### config.mk
export PLATFORM = sky130hd
export DESIGN_NAME = ghostbus_host_arb
export DESIGN_NICKNAME = d
export VERILOG_FILES = /design/src/rtl/ghostbus_host_arb.sv
export SDC_FILE = /design/constraint.sdc
export NUM_CORES = 1
export LEC_CHECK = 0
export ABC_AREA = 1
export CELL_PAD_IN_SITES_DETAIL_PLACEMENT = 0
export CELL_PAD_IN_SITES_GLOBAL_PLACEMENT = 1
export CORE_ASPECT_RATIO = 0.75
export CORE_MARGIN = 2
export CORE_UTILIZATION = 39
export CTS_CLUSTER_SIZE = 14
export DETAILED_ROUTE_END_ITERATION = 12
export DONT_BUFFER_PORTS = 1
export GPL_TIMING_DRIVEN = 1
export PLACE_DENSITY = 0.76
export SETUP_SLACK_MARGIN = 0.05
export SYNTH_ARGS = -nofsm -noshare
export SYNTH_HDL_FRONTEND = slang
export SYNTH_SLANG_ARGS = --single-unit
### constraint.sdc
create_clock -name clk -period 3.99 [get_ports clk]
set_clock_uncertainty 0.15 [all_clocks]
set_input_delay 0.798 -clock clk [delete_from_list [all_inputs] [get_ports clk]]
set_output_delay 0.798 -clock clk [all_outputs]
set_load 0.05 [all_outputs]
### src/rtl/ghostbus_host_arb.sv
// Two-requester arbiter sharing one ghostbus host port, with a fixed read latency of RD_LAT.
// Defining GHOSTBUS_ARB_FIXED_PRIO_EN makes h0 win every tie; otherwise ties alternate round robin.
module ghostbus_host_arb #(
  parameter int AW     = 24,
  parameter int DW     = 32,
  parameter int RD_LAT = 1
) (
  input  logic          clk,
  input  logic          rst,
  input  logic          h0_req,
  input  logic [AW-1:0] h0_addr,
  input  logic [DW-1:0] h0_wdata,
  input  logic          h0_we,
  output logic          h0_ack,
  output logic [DW-1:0] h0_rdata,
  input  logic          h1_req,
  input  logic [AW-1:0] h1_addr,
  input  logic [DW-1:0] h1_wdata,
  input  logic          h1_we,
  output logic          h1_ack,
  output logic [DW-1:0] h1_rdata,
  output logic [AW-1:0] gb_addr,
  output logic [DW-1:0] gb_din,
  input  logic [DW-1:0] gb_dout,
  output logic          gb_we
);

  typedef enum logic [1:0] {IDLE, ISSUE, WAIT, DONE} state_t;

  state_t        state_q, state_d;
  logic          grant_q, grant_d;   // last_grant; also selects the in-flight requester
  logic          we_q, we_d;
  logic [AW-1:0] addr_q, addr_d;
  logic [DW-1:0] din_q, din_d;
  logic [3:0]    cnt_q, cnt_d;
  logic [DW-1:0] rdata0_q, rdata0_d;
  logic [DW-1:0] rdata1_q, rdata1_d;
  logic          win;

  always_comb begin
    // NOTE: every variable gets a default first so no path leaves it unassigned (no latches).
    state_d  = state_q;
    grant_d  = grant_q;
    we_d     = we_q;
    addr_d   = addr_q;
    din_d    = din_q;
    cnt_d    = cnt_q;
    rdata0_d = rdata0_q;
    rdata1_d = rdata1_q;
    win      = 1'b0;

`ifdef GHOSTBUS_ARB_FIXED_PRIO_EN
    win = !h0_req;
`else
    win = (h0_req && h1_req) ? !grant_q : !h0_req;
`endif

    unique case (state_q)
      IDLE: begin
        if (h0_req || h1_req) begin
          grant_d = win;
          addr_d  = win ? h1_addr  : h0_addr;
          din_d   = win ? h1_wdata : h0_wdata;
          we_d    = win ? h1_we    : h0_we;
          state_d = ISSUE;
        end
      end
      ISSUE: begin
        if (we_q) begin
          state_d = DONE;
        end else begin
          cnt_d   = 4'(RD_LAT - 1);
          state_d = WAIT;
        end
      end
      WAIT: begin
        // Count zero marks cycle T+RD_LAT, the only cycle gb_dout is guaranteed valid.
        if (cnt_q == 4'd0) begin
          if (grant_q) rdata1_d = gb_dout;
          else         rdata0_d = gb_dout;
          state_d = DONE;
        end else begin
          cnt_d = cnt_q - 4'd1;
        end
      end
      DONE:    state_d = IDLE;
      default: state_d = IDLE;
    endcase
  end

  // NOTE: sequential state uses non-blocking assignments so all flops update together at the edge.
  always_ff @(posedge clk or posedge rst) begin
    if (rst) begin
      state_q  <= IDLE;
      grant_q  <= 1'b1;
      we_q     <= 1'b0;
      addr_q   <= '0;
      din_q    <= '0;
      cnt_q    <= '0;
      rdata0_q <= '0;
      rdata1_q <= '0;
    end else begin
      state_q  <= state_d;
      grant_q  <= grant_d;
      we_q     <= we_d;
      addr_q   <= addr_d;
      din_q    <= din_d;
      cnt_q    <= cnt_d;
      rdata0_q <= rdata0_d;
      rdata1_q <= rdata1_d;
    end
  end

  // Strobes decode from state so reset removes them without waiting for a clock.
  assign gb_we    = (state_q == ISSUE) && we_q;
  assign h0_ack   = (state_q == DONE) && !grant_q;
  assign h1_ack   = (state_q == DONE) &&  grant_q;
  assign gb_addr  = addr_q;
  assign gb_din   = din_q;
  assign h0_rdata = rdata0_q;
  assign h1_rdata = rdata1_q;

endmodule

After elaboration in Yosys (flattened, before gate mapping)
Index checks and enable logic that the tools add are counted.
- bits of input ports: 150
- output and inout port bits: 123
- word-level logic and storage cells: 43
- bits in registers: 128
- muxes and demuxes: 11
- bitwise logic cells: 1
- $add $sub $neg: 1
- equal/unequal tests: 7
- reduce and logical (&&, ||, !) cells: 15
- operator list (operator ; number):
    $mux 32 ; 1
    $mux 24 ; 1
    $reduce_and 3->1 ; 3
    $mux 4 ; 2
    $ne 2x2->1 const B ; 4
    $pmux 2 s4 ; 1
    $pmux 4 s2 ; 1
    $eq 2x2->1 const B ; 2
    $logic_and 1x1->1 ; 4
    $logic_not 4->1 ; 1
    $mux 2 ; 2
    $reduce_and 2->1 ; 2
    $sub 4x1->4 const B ; 1
    $mux 1 ; 3
    $eq 2x1->1 const B ; 1
    $logic_not 1->1 ; 2
    $logic_not 2->1 ; 1
    $reduce_bool 2->1 ; 1
    $logic_or 1x1->1 ; 1
    $not 1->1 ; 1

Longest topological paths before layout
Gate-level depths: netlist of run 1.
- depth in word-level cells: 3
- gate-level depth with buffers: 9
- mapped depth without buffers: 8

Worst setup path before layout of run 1
No wires, ideal clock.
- path type: register to output
- from: register state_q[0]
- to: output h0_ack
- slack: 1.811 ns
- path buffers: 0
- data arrival time: 1.231 ns
- stages on the path, launching flop included: 4
- required time: 3.042 ns
- path through: dfrtp_1 ha_1 inv_1 nor2_1
- word-level cells in the longest chain between the ends: 2
- RTL lines (item ; line ; source):
    from (decl) ; 30 ; state_t state_q, state_d;
    from (signal assigned) ; 103 ; state_q <= state_d;
    $eq 2x2->1 ; 116 ; assign h0_ack = (state_q == DONE) && !grant_q;
    $logic_and 1x1->1 ; 116 ;
    to (decl) ; 14 ; output logic h0_ack,
No other way between the ends.

Worst setup path in the final report of run 1
Ends and elaborated chain as after synthesis.

==> results of run 1 <==
## registers in the layout, summed over array words and instances, names as in the netlist
signal	count
cnt_q	4
gb_addr	24
gb_din	32
grant_q	1
h0_rdata	32
h1_rdata	32
state_q	2
we_q	1
## layout by cell type (no fill, tap or decap), types with 4 or more instances in the layout
master      netlist  final
clkinv_2          0      4
o21ai_0           5      5
inv_1            10      9
clkinvlp_4        0      4
clkbuf_16         0     17
nand2_1         501    499
nand3_1          63     63
nor2_1            6      6
buf_4             4      4
dfrtp_1         127    127
ha_1              7      7
## metrics by stage
step	util	worst slack, ps
final	0.448	1250
after floorplan	-	1460
after global placement	0.408	1710
after CTS	0.448	1220
after detailed placement	0.408	1560
after global routing	0.448	1210
## how the worst min path moves through the flow
stage	start	to	cells past startpoint	slack, ps
global route	gb_dout[24]	h0_rdata[24]	2	330
global placement	cnt_q[0]	cnt_q[0]	1	330
detailed placement	cnt_q[0]	cnt_q[0]	1	340
CTS	gb_dout[24]	h0_rdata[24]	2	330
finish	rst	gb_addr[18]	2	300
floorplan	cnt_q[0]	cnt_q[0]	1	310
## power by group
part	internal [uW]	switching, uW	leakage, uW
Sequential	1880	2550	0.00159
Clock	933	589	0.000278
Combinational	466	995	0.00175
Total	3270	4140	0.00361
## worst max-delay path, cell delays in order, from the launching register on
cell and delay, ps:
dfrtp_1 420, ha_1 200, inv_1 40, nor2_1 710
## layer usage
metal / share of wire / up-vias / wire length [um] / GRT usage
met1: 0.41 / 2255 / 6390 / 0.232
met3: 0.097 / 30 / 1520 / 0.0864
met2: 0.47 / 203 / 7370 / 0.332
met4: 0.027 / 0 / 426 / 0.0973
li1: - / 2321 / - / -
met5: 0 / - / 0 / 0
## cells by family after synthesis
group / after synthesis / share of synthesized area
AOI/OAI and AO/OA: 6 / 0.00578
xor gates and xnor gates: 1 / 0.00150
adders and majority gates: 7 / 0.0150
buffers and inverters: 55 / 0.0458
DFF: 128 / 0.549
and+or+nand+nor: 573 / 0.383
## cell type report
class	instances	area, um^2	area share
repair buffers	5	50.0	0.00769
clock inverters	13	138	0.0211
inverters	12	48.8	0.00749
clock buffers	18	439	0.0674
well taps	200	250	0.0384
multi-input cells	587	2380	0.366
flip-flops and latches	128	3200	0.492
==> flow_summary.toml, run 1 <==
[global_routing]
grt_pass1_wl_um = 25200
antenna_found_initial = 0
grt_overflow = 0
grt_max_degree = 129
grt_pass1_vias = 4927
grt_usage = 0.202

[power_and_ir_drop]
p_per_area_nw_per_um2 = 1140
vdd_drop_max_mv = 0.470
leakagePower_uw = 0.00361
power.total_uw = 7410

[critical_path]
reg2reg_depth = 7
r2r_start = "state_q[0]"
worstPathRequired_ps = 3040
worst_setup_path_start_kind = "flop"
crit_path_start = "state_q[0]"
cp.arrival_ps = 1790
worstSetupEndpointType = "output pin"
critical_path_class = "flop to output pin"
rr_endpoint = "h0_rdata[22]"
crit_end = "h0_ack"
r2r_slack_ps = 1580
critical_path_peak_fanout = 5

[sta]
rsz0062_at_grt = "no"
finalSetupViolCount = 0
max_slew_margin = 0.232
post-route-period-util = 0.687
hold_viol = 0
finalSetupTns_ps = 0
period_needed_ps = 2740
timing.fmax_ghz = 0.365
drv_slew = 0
holdWs_ps = 301
tightest_slew_ps = 1150

[synthesis]
synth.cell_area_um2 = 5840
postSynth.asyncResetShare = 1.00
ys.flop_type = "dfrtp_1"
yosys.cell_count.top_type = "nand2_1"
netlist_top_cells_count = "nand2_1 (501), dfrtp_1 (127), nand3_1 (63)"
syn-instance-count = 770
yosys_warnings = 0
synth-seq-cells = 128
synth-edff-count = 0
synth_nets = 927
synth_top_cells_by_area = "dfrtp_1 (54%), nand2_1 (32%), nand3_1 (5.4%)"
synth_top_cell_by_area = "dfrtp_1"
netlist.area_leader.share = 0.544
syn_area_per_cell_um2 = 7.59
synth-seq-area-share = 0.549
synth_cell_types = 18

[route]
avgViaCountPerCell = 4.99
dr.pass1.iters = 5
vias = 4809
drc = 0
wire_per_inst_um = 16.3
final_antenna_net_count = 0
drt_iter0_markers = 220
wl_um = 15700

[floorplan]
core_um2 = 14500
die_y_um = 110
die_area_um2 = 16000
initial_core_util = 0.401
pin_count = 273
placementRows = 38
dieWidth_um = 145

[cells_and_area]
finalInstanceArea_um2 = 6510
drive_gt1_frac = 0.0590
diodes = 0
fill_cells = 1469
fin_cells = 963
syn2layout_area_growth_pct = 11.5
nets = 908

[job]
maxCapViolCount = 0

[clock_tree]
clock_path_buffers = 2
cts_root_buf = "clkbuf_16"
clkSinkCount = 128
numCtsBuffers = 17
cts.repair.resized = 0
clkLatencyLatePin_ps = 410
hold_buffers = 0
htreeDepth = 4
cts_tree = "built"
cts.clk_slew.worst_paths_ps = 60
post_cts_buffers = 0

[place]
place_hpwl_um = 10700
place_area_um2 = 5930
place_inst = 932
port_buffers = 0
place.gp.congestion = 0.792

[min_path]
min_path_type = "primary input to asynchronous set/reset pin"

[outcome]
status = "finished, final reports clean"
No activity file was read; power rests on OpenSTA's default activity.
==> inputs of run 2 (changes only) <==
==> constraint.sdc (replaced) <==
create_clock -name clk -period 2.2 [get_ports clk]
set_clock_uncertainty 0.15 [all_clocks]
set_input_delay 0.44 -clock clk [delete_from_list [all_inputs] [get_ports clk]]
set_output_delay 0.44 -clock clk [all_outputs]
set_load 0.05 [all_outputs]
==> run 2 against run 1 <==
Net effect:
- register-to-register slack worse by 1300 ps
- non-clock buffer count increased by 43
- utilization increased by 3.6 points
- worst setup slack worse by 1100 ps
- hold slack lost 280 ps
- clock power increased by 97%
- clock-buffer cell count grew 1
- critical path depth did not move
- die area stayed put
- routed wire length rose by 0.24%
- critical endpoint is now gb_we
- largest power group unchanged
==> flow_summary.toml, run 2 (synthesis gave the netlist of run 1 again) <==
[outcome]
status = "finished, final reports clean"

[critical_path]
critical_path_class = "flop to output pin"
cp_slowest_cell = "dfrtp_1"
path_buf_inv = 1
path_depth = 3
critical_path_peak_fanout = 5
reg2reg_depth = 9
cp.arrival_ps = 1470
worst_setup_path_start_kind = "flop"
critPathMaxStageDelay_ps = 420
critical_path.top_delay_family = "flip-flops"
worstSetupEndpointType = "output pin"
path_cells = "ha_1 -> nand2_2 -> clkinvlp_4"
worstPathRequired_ps = 1610

[route]
drt_iter0_markers = 345
vias = 4956
wl_um = 15700
avgViaCountPerCell = 4.93
final_antenna_net_count = 0
wire_per_inst_um = 15.7
dr.pass1.iters = 6
drc = 0

[global_routing]
antenna_found_initial = 0
grt_pass1_vias = 5010
grt_overflow = 0
grt_max_degree = 129
grt_pass1_wl_um = 25200
grt_usage = 0.201

[floorplan]
pin_count = 273
die_y_um = 110
die_area_um2 = 16000
initial_core_util = 0.401
dieWidth_um = 145
placementRows = 38
core_um2 = 14500

[cells_and_area]
final_common_cell = "nand2_1"
final_cell_mix = "nand2_1 (498), dfrtp_1 (127), nand3_1 (63)"
finalInstanceArea_um2 = 7030
fill_cells = 1423
syn2layout_area_growth_pct = 20.4
drive_gt1_frac = 0.0707
diodes = 0
nets = 951

[power_and_ir_drop]
vdd_drop_max_mv = 0.922
leakagePower_uw = 0.00384
p_per_area_nw_per_um2 = 1980
intPower_uw = 6390
combPwrFrac = 0.208
switching_share = 0.541
clkPwrFrac = 0.216
power.net_switching_uw = 7540
power_frac_seq = 0.576

[clock_tree]
numCtsBuffers = 17
clock_path_buffers = 2
cts_root_buf = "clkbuf_16"
cts_tree = "built"
cts.clk_slew.worst_paths_ps = 50
htreeDepth = 4
clkLatencyLatePin_ps = 410
clkSinkCount = 128

[job]
maxCapViolCount = 0

[sta]
rsz0062_at_grt = "no"
post-route-period-util = 0.938
max_slew_margin = 0.510
drv_slew = 0
period_needed_ps = 2060
holdWs_ps = 16.1
finalSetupTns_ps = 0
tightest_slew_ps = 735
hold_viol = 0
finalSetupViolCount = 0
timing.fmax_ghz = 0.484

[place]
place_area_um2 = 6040
place.gp.congestion = 0.788
port_buffers = 0
place_hpwl_um = 10800

[min_path]
min_path_type = "primary input to flop"
holdPathStages = 2
[run 2: worst paths after layout]
kind / start / end / slack [ps]
max in group asynchronous: rst / gb_addr[21] / 790
worst min-delay path: gb_dout[19] / h1_rdata[19] / 20
min in group asynchronous: rst / gb_din[13] / 510
worst min register to register: cnt_q[0] / cnt_q[0] / 340
worst max-delay path: state_q[0] / gb_we / 140
worst max register to register: state_q[1] / h0_rdata[16] / 240
[run 2: power by group through the flow]
stage	Sequential, uW	Clock, uW	Combinational, uW
after CTS	8050	3080	2950
after detailed placement	8090	0	2860
after floorplan	7740	0	2240
final	8020	3000	2900
after global placement	8090	0	2720
after global routing	8160	3200	3400
[run 2: repair_timing]
item | 4_1_cts | 5_1_grt
hold buffers | 33 | 0
setup buffers | 2 | 0
hold endpoints to repair | 117 | 0
endpoints found under the setup margin | 1 | 1
pin swaps | 0 | 0
gates resized for setup | 1 | 1
[run 2: final cells by class]
type                       instances  area [um^2]  area share
clock buffer                      19          453      0.0644
clock inverter                    12          184      0.0262
inverter                          12         52.6     0.00747
multi-input combinational        587         2380       0.339
sequential                       128         3200       0.456
tap                              200          250      0.0356
timing repair buffer              48          505      0.0719
[run 2: per-stage QoR]
step	cells	util	setup slack [ps]	total power, uW
after floorplan	770	-	29.6	9980
after global placement	940	0.415	418	10800
after detailed placement	940	0.415	340	10900
after CTS	1006	0.483	71.9	14100
after global routing	1006	0.483	63.7	14800
final	1006	0.483	135	13900
[run 2: layer usage]
metal | track usage | wire (um) | vias up
li1 | - | - | 2401
met1 | 0.235 | 6400 | 2343
met2 | 0.335 | 7660 | 189
met3 | 0.0724 | 1390 | 23
met4 | 0.0945 | 300 | 0
met5 | 0 | 0 | -
